**src/rtl/wave_column_scanner.sv**
```systemverilog
// wave_column_scanner: walks the logo ROM column by column and streams each
// column as a DISP_H-tall display column. Each column is shifted down by a
// triangle-wave offset, and the wave phase advances once per frame.
module wave_column_scanner #(
    parameter int LOGO_W     = 251,
    parameter int LOGO_H     = 38,
    parameter int AMP        = 5,
    parameter int COL_STEP   = 1,
    parameter int PHASE_STEP = 1
) (
    input  logic              clk,
    input  logic              rst_n,
    input  logic              frame_start,
    output logic [9:0]        rom_col,
    input  logic [LOGO_H-1:0] rom_data,
    output logic              pix_valid,
    input  logic              pix_ready,
    output logic              pix_data,
    output logic [5:0]        pix_row,
    output logic [9:0]        pix_col,
    output logic              pix_last,
    output logic              busy,
    output logic              frame_done
);

    localparam int DISP_H = LOGO_H + 2*AMP;
    localparam int P      = 4*AMP;

    typedef enum logic [1:0] {IDLE, ADDR, EMIT} state_t;

    // Registered pixel-path response; every field holds while the consumer stalls.
    typedef struct packed {
        logic       valid;
        logic       data;
        logic [5:0] row;
        logic [9:0] col;
        logic       last;
    } pix_t;

    state_t            state, state_nxt;
    pix_t              pix_q;
    logic [LOGO_H-1:0] col_buf;
    logic [4:0]        phase, cphase, off;
    logic [4:0]        off_now;
    logic              start_ok, accept, row_end, col_end;

    // a + step, wrapped into 0..P-1 (step is reduced first so one subtract suffices)
    function automatic logic [4:0] add_mod(input logic [4:0] a, input int step);
        logic [5:0] s;
        s = {1'b0, a} + 6'(step % P);
        return (s >= 6'(P)) ? 5'(s - 6'(P)) : s[4:0];
    endfunction

    // Triangle wave: rises 0..2*AMP over the first half-period, falls back after
    function automatic logic [4:0] tri_off(input logic [4:0] cp);
        return (cp < 5'(2*AMP)) ? cp : 5'(P) - cp;
    endfunction

    // Display row r shows logo row r-o; rows above or below the logo are blank.
    // The r >= o test guards the unsigned subtract against wrap-around.
    function automatic logic pix_bit(input logic [LOGO_H-1:0] w,
                                     input logic [4:0]        o,
                                     input logic [5:0]        r);
        logic [5:0] lr;
        logic [5:0] idx;
        logic       b;
        lr  = r - 6'(o);
        idx = 6'(LOGO_H-1) - lr;
        b   = 1'b0;
        if ((r >= 6'(o)) && (lr < 6'(LOGO_H)))
            b = w[idx];
        return b;
    endfunction

    // A start pulse coinciding with frame_done is dropped, not queued.
    assign start_ok = (state == IDLE) && frame_start && !frame_done;
    assign accept   = pix_q.valid && pix_ready;
    assign row_end  = (pix_q.row == 6'(DISP_H-1));
    assign col_end  = (pix_q.col == 10'(LOGO_W-1));
    assign off_now  = tri_off(cphase);
    assign busy     = (state != IDLE);

    assign pix_valid = pix_q.valid;
    assign pix_data  = pix_q.data;
    assign pix_row   = pix_q.row;
    assign pix_col   = pix_q.col;
    assign pix_last  = pix_q.last;

    // State register
    always_ff @(posedge clk) begin
        if (!rst_n) state <= IDLE;
        else        state <= state_nxt;
    end

    // Next-state: one ADDR cycle per column, then EMIT until the bottom row is taken
    always_comb begin
        state_nxt = state;
        case (state)
            IDLE:    if (start_ok) state_nxt = ADDR;
            ADDR:    state_nxt = EMIT;
            EMIT:    if (accept && row_end) state_nxt = col_end ? IDLE : ADDR;
            default: state_nxt = IDLE;
        endcase
    end

    // Datapath: ROM addressing, column capture, wave phase and the pixel register
    always_ff @(posedge clk) begin
        if (!rst_n) begin
            rom_col    <= '0;
            col_buf    <= '0;
            phase      <= '0;
            cphase     <= '0;
            off        <= '0;
            pix_q      <= '0;
            frame_done <= 1'b0;
        end else begin
            frame_done <= 1'b0;
            case (state)
                IDLE: begin
                    if (start_ok) begin
                        rom_col <= '0;
                        cphase  <= phase;
                    end
                end
                ADDR: begin
                    // ROM is combinational: its word is valid in the same cycle,
                    // so row 0 is built straight from rom_data.
                    col_buf     <= rom_data;
                    off         <= off_now;
                    pix_q.valid <= 1'b1;
                    pix_q.data  <= pix_bit(rom_data, off_now, 6'd0);
                    pix_q.row   <= '0;
                    pix_q.col   <= rom_col;
                    pix_q.last  <= 1'b0;
                end
                EMIT: begin
                    if (accept) begin
                        if (!row_end) begin
                            pix_q.row  <= pix_q.row + 6'd1;
                            pix_q.data <= pix_bit(col_buf, off, pix_q.row + 6'd1);
                            pix_q.last <= col_end && (pix_q.row == 6'(DISP_H-2));
                        end else begin
                            pix_q.valid <= 1'b0;
                            pix_q.data  <= 1'b0;
                            pix_q.last  <= 1'b0;
                            if (col_end) begin
                                frame_done <= 1'b1;
                                phase      <= add_mod(phase, PHASE_STEP);
                            end else begin
                                rom_col <= rom_col + 10'd1;
                                cphase  <= add_mod(cphase, COL_STEP);
                            end
                        end
                    end
                end
                default: ;
            endcase
        end
    end

endmodule

```
**config.mk**
```make
export PLATFORM = sky130hd
export DESIGN_NAME = wave_column_scanner
export DESIGN_NICKNAME = d
export VERILOG_FILES = /design/src/rtl/wave_column_scanner.sv
export SDC_FILE = /design/constraint.sdc
export NUM_CORES = 1
export LEC_CHECK = 0
export CAP_MARGIN = 20
export CORE_AREA = 2 2 126 177
export DETAILED_ROUTE_END_ITERATION = 16
export DIE_AREA = 0 0 128 179
export PLACE_DENSITY = 0.49
export SLEW_MARGIN = 20
export SYNTH_ARGS = -nofsm -noshare
export SYNTH_HDL_FRONTEND = slang
export SYNTH_SLANG_ARGS = --single-unit
```
**constraint.sdc**
```tcl
create_clock -name clk -period 4 [get_ports clk]
set_input_delay 0.8 -clock clk [delete_from_list [all_inputs] [get_ports clk]]
set_output_delay 0.8 -clock clk [all_outputs]
set_load 0.005 [all_outputs]
```
==> metrics.cfg, run 1 <==
[run_status]
status=finished clean

[sta]
hold_viol=0
tightestPinTransition_ps=1025
period_share_pct=81.30
whs_ps=473.0
rsz0062_at_grt=no
fmax_mhz=307.5
max_slew_margin_pct=31.09
drv_slew=0
finalCriticalPeriod_ps=3252
fin_tns_setup_ps=0
setup_viol=0
skew_ps=4.413

[placement]
hpwl_um=10340
io_buffer_count=72
dp_cells=873
gp_congestion=0.7822

[floorplan]
die_area_mm2=0.02291
initial_core_util_pct=24.60
row_count=64
die_h_um=179
io_pins=73
chipWidth_um=128
coreArea_mm2=0.02146

[clocking]
holdBufCountCts=0
clk_pin_slew_worst_paths_ps=70
h-tree-depth=3
ctsResizeCount=0
cts_tree=yes
clockRootBuffer=clkbuf_16
clk_latency_ps=340
postCtsSetupBuffers=0
clk_path_buf_depth=2
clock-sinks=85
cts_buffers=9

[layout]
syn_to_final_growth_pct=24.10
layout_common_cells=dfxtp_1 (85), clkdlybuf4s50_1 (72), mux2i_1 (60)
nets=688
drive_gt1_share_pct=8.640
final_common_cell=dfxtp_1
stdcell_count=889
final_util_pct=30.53
antennaDiodeCount=0

[power]
power.leakage_nw=2.439
power_density_mw_per_mm2=658.3
ir_drop_v=0.0002615
total_power_mw=4.313

[routing]
drtIter0Drc=144
avgViaCountPerCell=4.687
antenna_left=0
drcViolationCount=0
routed_wl_um=13630
firstDrtPassIters=4
vias=4167
wl_per_cell_um=15.33

[worst_setup_path]
crit_top_cell=and3_1
rr_startpoint=cphase[2]
crit_slowest_cell=dfxtp_1
end_kind=register
crit_type=register to register
slowest_delay_ps=620
crit_buf_inv=0
timing.rr.end=pix_data
arrival_ps=3520
rrSetupSlack_ps=750
crit_chain=o21ai_1 > a21oi_2 > and3_1 > ha_1 > or3_1 > a31oi_1 > nand2_1 > and3_1 > o31a_1 > o211ai_2
rr_worst_depth=10
crit_path_start_kind=register
critical_path_peak_fanout=15
crit_family=compound AO/OA/AOI/OAI gates
crit_required_ps=4270

[min_path]
hold_depth=2
hp-start=pix_last
hold_end=pix_last
hold_path.class=register to register

[grt]
antenna_found_initial=0
grt_pass1_wl_um=21890
first_global_vias=4233
track_usage_pct=12.21
overflow=0
grt_max_degree=40

[yosys]
synth_compound_area_share_pct=11.30
async_flop_share_pct=0
synthXorXnorAreaFrac_pct=5.000
synth_top_family_by_area=simple AND/OR/NAND/NOR gates
synth_area_mm2=0.005280
synth_adder_area_share_pct=6.303
synth-seq-cells=85
yosys_warnings=0
synth_ff_type=dfxtp_1
syn_avg_cell_area_um2=9.412
synth-seq-area-share_pct=32.23
syn_nets=629
synthMuxAreaShare_pct=20.26
synthDistinctLibCells=64
synthCells=561
synth_edf_count=0
yosys.area_share.simple_pct=20.40

[job]
cap_violations=0

metal layers:
metal,wire [um],vias up,global-route usage (%)
li1,-,2105,-
met1,6039,1972,13.91
met2,7060,85,22.70
met3,396,5,1.999
met4,130,0,4.533
met5,0,-,0
tightest hold or removal path, cell delays in order (launching register included):
cell and delay (ps):
dfxtp_1 310, nand2_1 50, a21boi_0 60
report_power, final:
group	switching (mW)	leakage (nW)	internal (mW)
registers	0.144	0.691	0.988
logic	1.18	1.59	1.08
clock network	0.352	0.160	0.567
total	1.68	2.44	2.63
cell families (layout without fill, tap and decap cells):
family	count (synthesis)	count (layout)
AO/OA/AOI/OAI	87	87
XOR/XNOR	28	28
adder cells (fa/ha/maj)	26	26
buffers and inverters	51	115
flip-flops	85	85
multiplexers	82	82
AND/OR/NAND/NOR	202	202
state kept, by name (all words and copies together) (netlist names), 2 cells and up:
signal and flops:
col_buf 38, cphase 5, off 5, phase 5, pix_col 10, pix_row 6, rom_col 10, state 2
final cells by class:
class / instances / area (um2)
fillers: 2239 / 14910
clock inverters: 5 / 82.58
clock buffers: 11 / 242.7
multi-input cells: 425 / 3343
inverters: 19 / 71.32
well taps: 264 / 330.3
repair buffers: 80 / 780.7
flip-flops and latches: 85 / 1702
worst max path at each step:
stage / from / to / slack [ps] / cells past startpoint
floorplan: pix_row[0] / pix_data / 830 / 13
global placement: pix_row[0] / pix_data / 860 / 12
detailed placement: pix_row[0] / pix_data / 790 / 12
CTS: pix_row[0] / pix_data / 780 / 12
global route: cphase[1] / pix_data / 510 / 12
finish: cphase[2] / pix_data / 750 / 10
synthesized netlist by cell type (3+ instances only):
library cell	number	area share, %
a211oi_1	5	0.71
a21boi_0	8	1.1
a21o_1	3	0.43
a21oi_1	20	1.9
a31oi_1	3	0.36
and2_1	9	1.1
and3_1	10	1.2
buf_2	5	0.47
buf_6	3	0.64
clkbuf_1	19	1.4
dfxtp_1	85	32
ha_1	25	5.9
inv_1	18	1.3
mux2_2	4	0.85
mux2i_1	60	11
mux4_1	7	3.5
mux4_2	10	4.3
nand2_1	43	3.1
nand2b_1	8	0.95
nand3_1	19	1.8
nand4_1	7	0.83
nor2_1	34	2.4
nor2b_1	50	5.9
nor3_1	4	0.38
o211a_1	4	0.76
o21ai_0	18	1.7
o21ai_1	4	0.38
or3_1	6	0.71
xnor2_1	8	1.3
xor2_1	19	3.2
metrics by stage:
| stage | setup slack, ps | cell area, um2 |
|---|---|---|
| final | 748.0 | 6553 |
| after global routing | 507.7 | 6553 |
| after CTS | 777.5 | 6553 |
| after detailed placement | 790.7 | 6227 |
| after global placement | 858.9 | 6227 |
| after floorplan | 828.5 | 5280 |
Note: power is estimated with default switching activity, not from simulation.
==> run 2: changes to the inputs <==
==> constraint.sdc (replaced) <==
create_clock -name clk -period 3.05 [get_ports clk]
set_input_delay 0.61 -clock clk [delete_from_list [all_inputs] [get_ports clk]]
set_output_delay 0.61 -clock clk [all_outputs]
set_load 0.005 [all_outputs]
==> metrics.cfg, run 2 (same netlist as run 1, synthesis figures left out) <==
[floorplan]
die_area_mm2=0.02291  ; unchanged
row_count=64  ; unchanged
initial_core_util_pct=24.60  ; unchanged
coreArea_mm2=0.02146  ; unchanged
chipWidth_um=128  ; unchanged
io_pins=73  ; unchanged
die_h_um=179  ; unchanged

[worst_setup_path]
rrSetupSlack_ps=190  ; -560 ps
critical_path_peak_fanout=8  ; -7
startpoint=pix_row[0]
crit_path_start_kind=register
arrival_ps=3110  ; -410 ps
end_kind=register
timing.rr.end=pix_data
rr_startpoint=pix_row[0]
rr_worst_depth=12  ; +2
crit_type=register to register
crit_required_ps=3290  ; -980 ps

[grt]
overflow=0  ; unchanged
antenna_found_initial=0  ; unchanged
grt-busiest-layer=met2
track_usage_pct=12.78  ; +0.57 points
grtUsageMet2_pct=23.46  ; +0.76 points
met3_usage_pct=2.178  ; +0.18 points
grt_max_degree=67  ; +68%
grt_pass1_wl_um=22750  ; +3.9%
grt_use_met1_pct=14.12  ; +0.21 points
first_global_vias=4302  ; +1.6%

[placement]
preCtsSetupSlack_ps=52.88  ; -737.8 ps
postPlaceCellArea_mm2=0.006327  ; +1.6%
hpwl_um=10780  ; +4.2%
gp_congestion=0.7961  ; +1.8%
io_buffer_count=72  ; unchanged

[layout]
final_util_pct=30.98  ; +0.45 points
antennaDiodeCount=0  ; unchanged
layout_common_cells=dfxtp_1 (84), clkdlybuf4s50_1 (72), mux2i_1 (60)
nFillCells=2200  ; -1.7%
final_common_cell=dfxtp_1
syn_to_final_growth_pct=25.92
drive_gt1_share_pct=11.22  ; +2.6 points
post-route-cell-area_mm2=0.006649  ; +1.5%
largest_register=col_buf
largest_reg_flops=38  ; unchanged
nets=698  ; +1.5%

[sta]
period_share_pct=93.89  ; +13 points
max_slew_margin_pct=54.69  ; +24 points
hold_viol=0  ; unchanged
fin_ws_ps=186.4  ; -561.6 ps
fmax_mhz=349.2  ; +14%
rsz0062_at_grt=no
drv_slew=0  ; unchanged
skew_ps=8.775  ; +4.362 ps
setup_viol=0  ; unchanged
tightestPinTransition_ps=679.6  ; -345.4 ps
finalCriticalPeriod_ps=2864  ; -388.4 ps
fin_tns_setup_ps=0  ; unchanged

[power]
power.leakage_nw=2.476  ; +1.5%
clockPowerShare_pct=18.9  ; -2.4 points
total_power_mw=5.745  ; +33%
swShare_pct=39.45  ; +0.50 points
ir_drop_v=0.0004435  ; +70%
pwr-share-seq_pct=25.4  ; -0.8 points
p_sw_mw=2.266  ; +35%
p_int_mw=3.479  ; +32%
power_density_mw_per_mm2=864.0  ; +31%
pwr-share-comb_pct=55.7  ; +3.2 points

[clocking]
cts_buffers=9  ; unchanged
clockRootBuffer=clkbuf_16
clk_latency_ps=350  ; about the same
clk_path_buf_depth=2  ; unchanged
h-tree-depth=3  ; unchanged
clock-sinks=85  ; unchanged
clk_pin_slew_worst_paths_ps=60  ; about the same
cts_tree=yes

[min_path]
hold_depth=2  ; unchanged
hold_end=pix_last
hp-start=pix_last
hold_path.class=register to register

[routing]
drcViolationCount=0  ; unchanged
firstDrtPassIters=4  ; unchanged
vias=4257  ; +2.2%
avgViaCountPerCell=4.746  ; +1.2%
drtIter0Drc=150  ; +4.2%
antenna_left=0  ; unchanged
wl_per_cell_um=15.66  ; +2.2%
routed_wl_um=14050  ; +3.1%

[run_status]
status=finished clean

[job]
cap_violations=0  ; unchanged

## run 2: cell types whose count changed in the layout (fill, tap and decap cells not counted), moves of 2 or more
cell / previous run / this run
buf_4: 8 / 16
a21oi_1: 20 / 18
a21oi_2: 1 / 3
buf_12: 0 / 2
ha_1: 24 / 22
ha_2: 1 / 3
xor2_1: 19 / 17
xor2_2: 0 / 2
## run 2: worst max-delay path by stage
stage,to,slack [ps],depth (start not counted)
after floorplan,pix_data,20,13
after global placement,pix_data,160,14
after detailed placement,pix_data,50,12
after CTS,pix_data,30,12
after global routing,pix_data,2,14
final,pix_data,190,12
## run 2: worst max-delay path, cell delays in order (launching register included)
cell	delay, ps
dfxtp_2	390
inv_1	60
ha_1	340
inv_1	60
ha_1	290
nand2b_1	80
a21oi_2	220
xor2_2	240
xor2_1	240
mux2_2	370
o2111ai_1	210
a31o_2	200
o211ai_2	70
## run 2: timing repair
| item | in CTS | in global routing |
|---|---|---|
| hold buffers | 0 | 0 |
| endpoints found under the setup margin | 0 | 1 |
| setup buffers | 0 | 0 |
| resized for setup | 0 | 8 |
## run 2: per-layer routing
layer  part of all wire [%]  up-vias  wire length [um]
met5                      0        -                 0
met4                    2.9        0               408
met3                    3.3       22               460
met2                     52       93              7239
met1                     42     2028              5938
li1                       -     2114                 -
## run 2: through the flow
step	hold slack, ps	std cells
after floorplan	453.9	561
after global placement	455.5	883
after detailed placement	471.1	883
after CTS	478.3	897
after global routing	502.5	897
final	471.2	897
## run 2: final cells by class
class,count,area [um2],area share (%)
Multi-Input combinational cell,425,3383,50.88
Sequential cell,85,1703,25.61
Timing Repair Buffer,90,880.8,13.25
Tap cell,264,330.3,4.968
Clock buffer,10,229.0,3.444
Inverter,19,71.32,1.073
Clock inverter,4,51.30,0.7715
## run 2: power by group through the flow
stage               combinational [mW]  clock (mW)  sequential [mW]
global route                      3.52        1.16             1.48
global placement                  3.10           0             1.48
detailed placement                3.18           0             1.48
finish                            3.20        1.09             1.46
CTS                               3.19        1.12             1.46
floorplan                         2.48           0             1.41
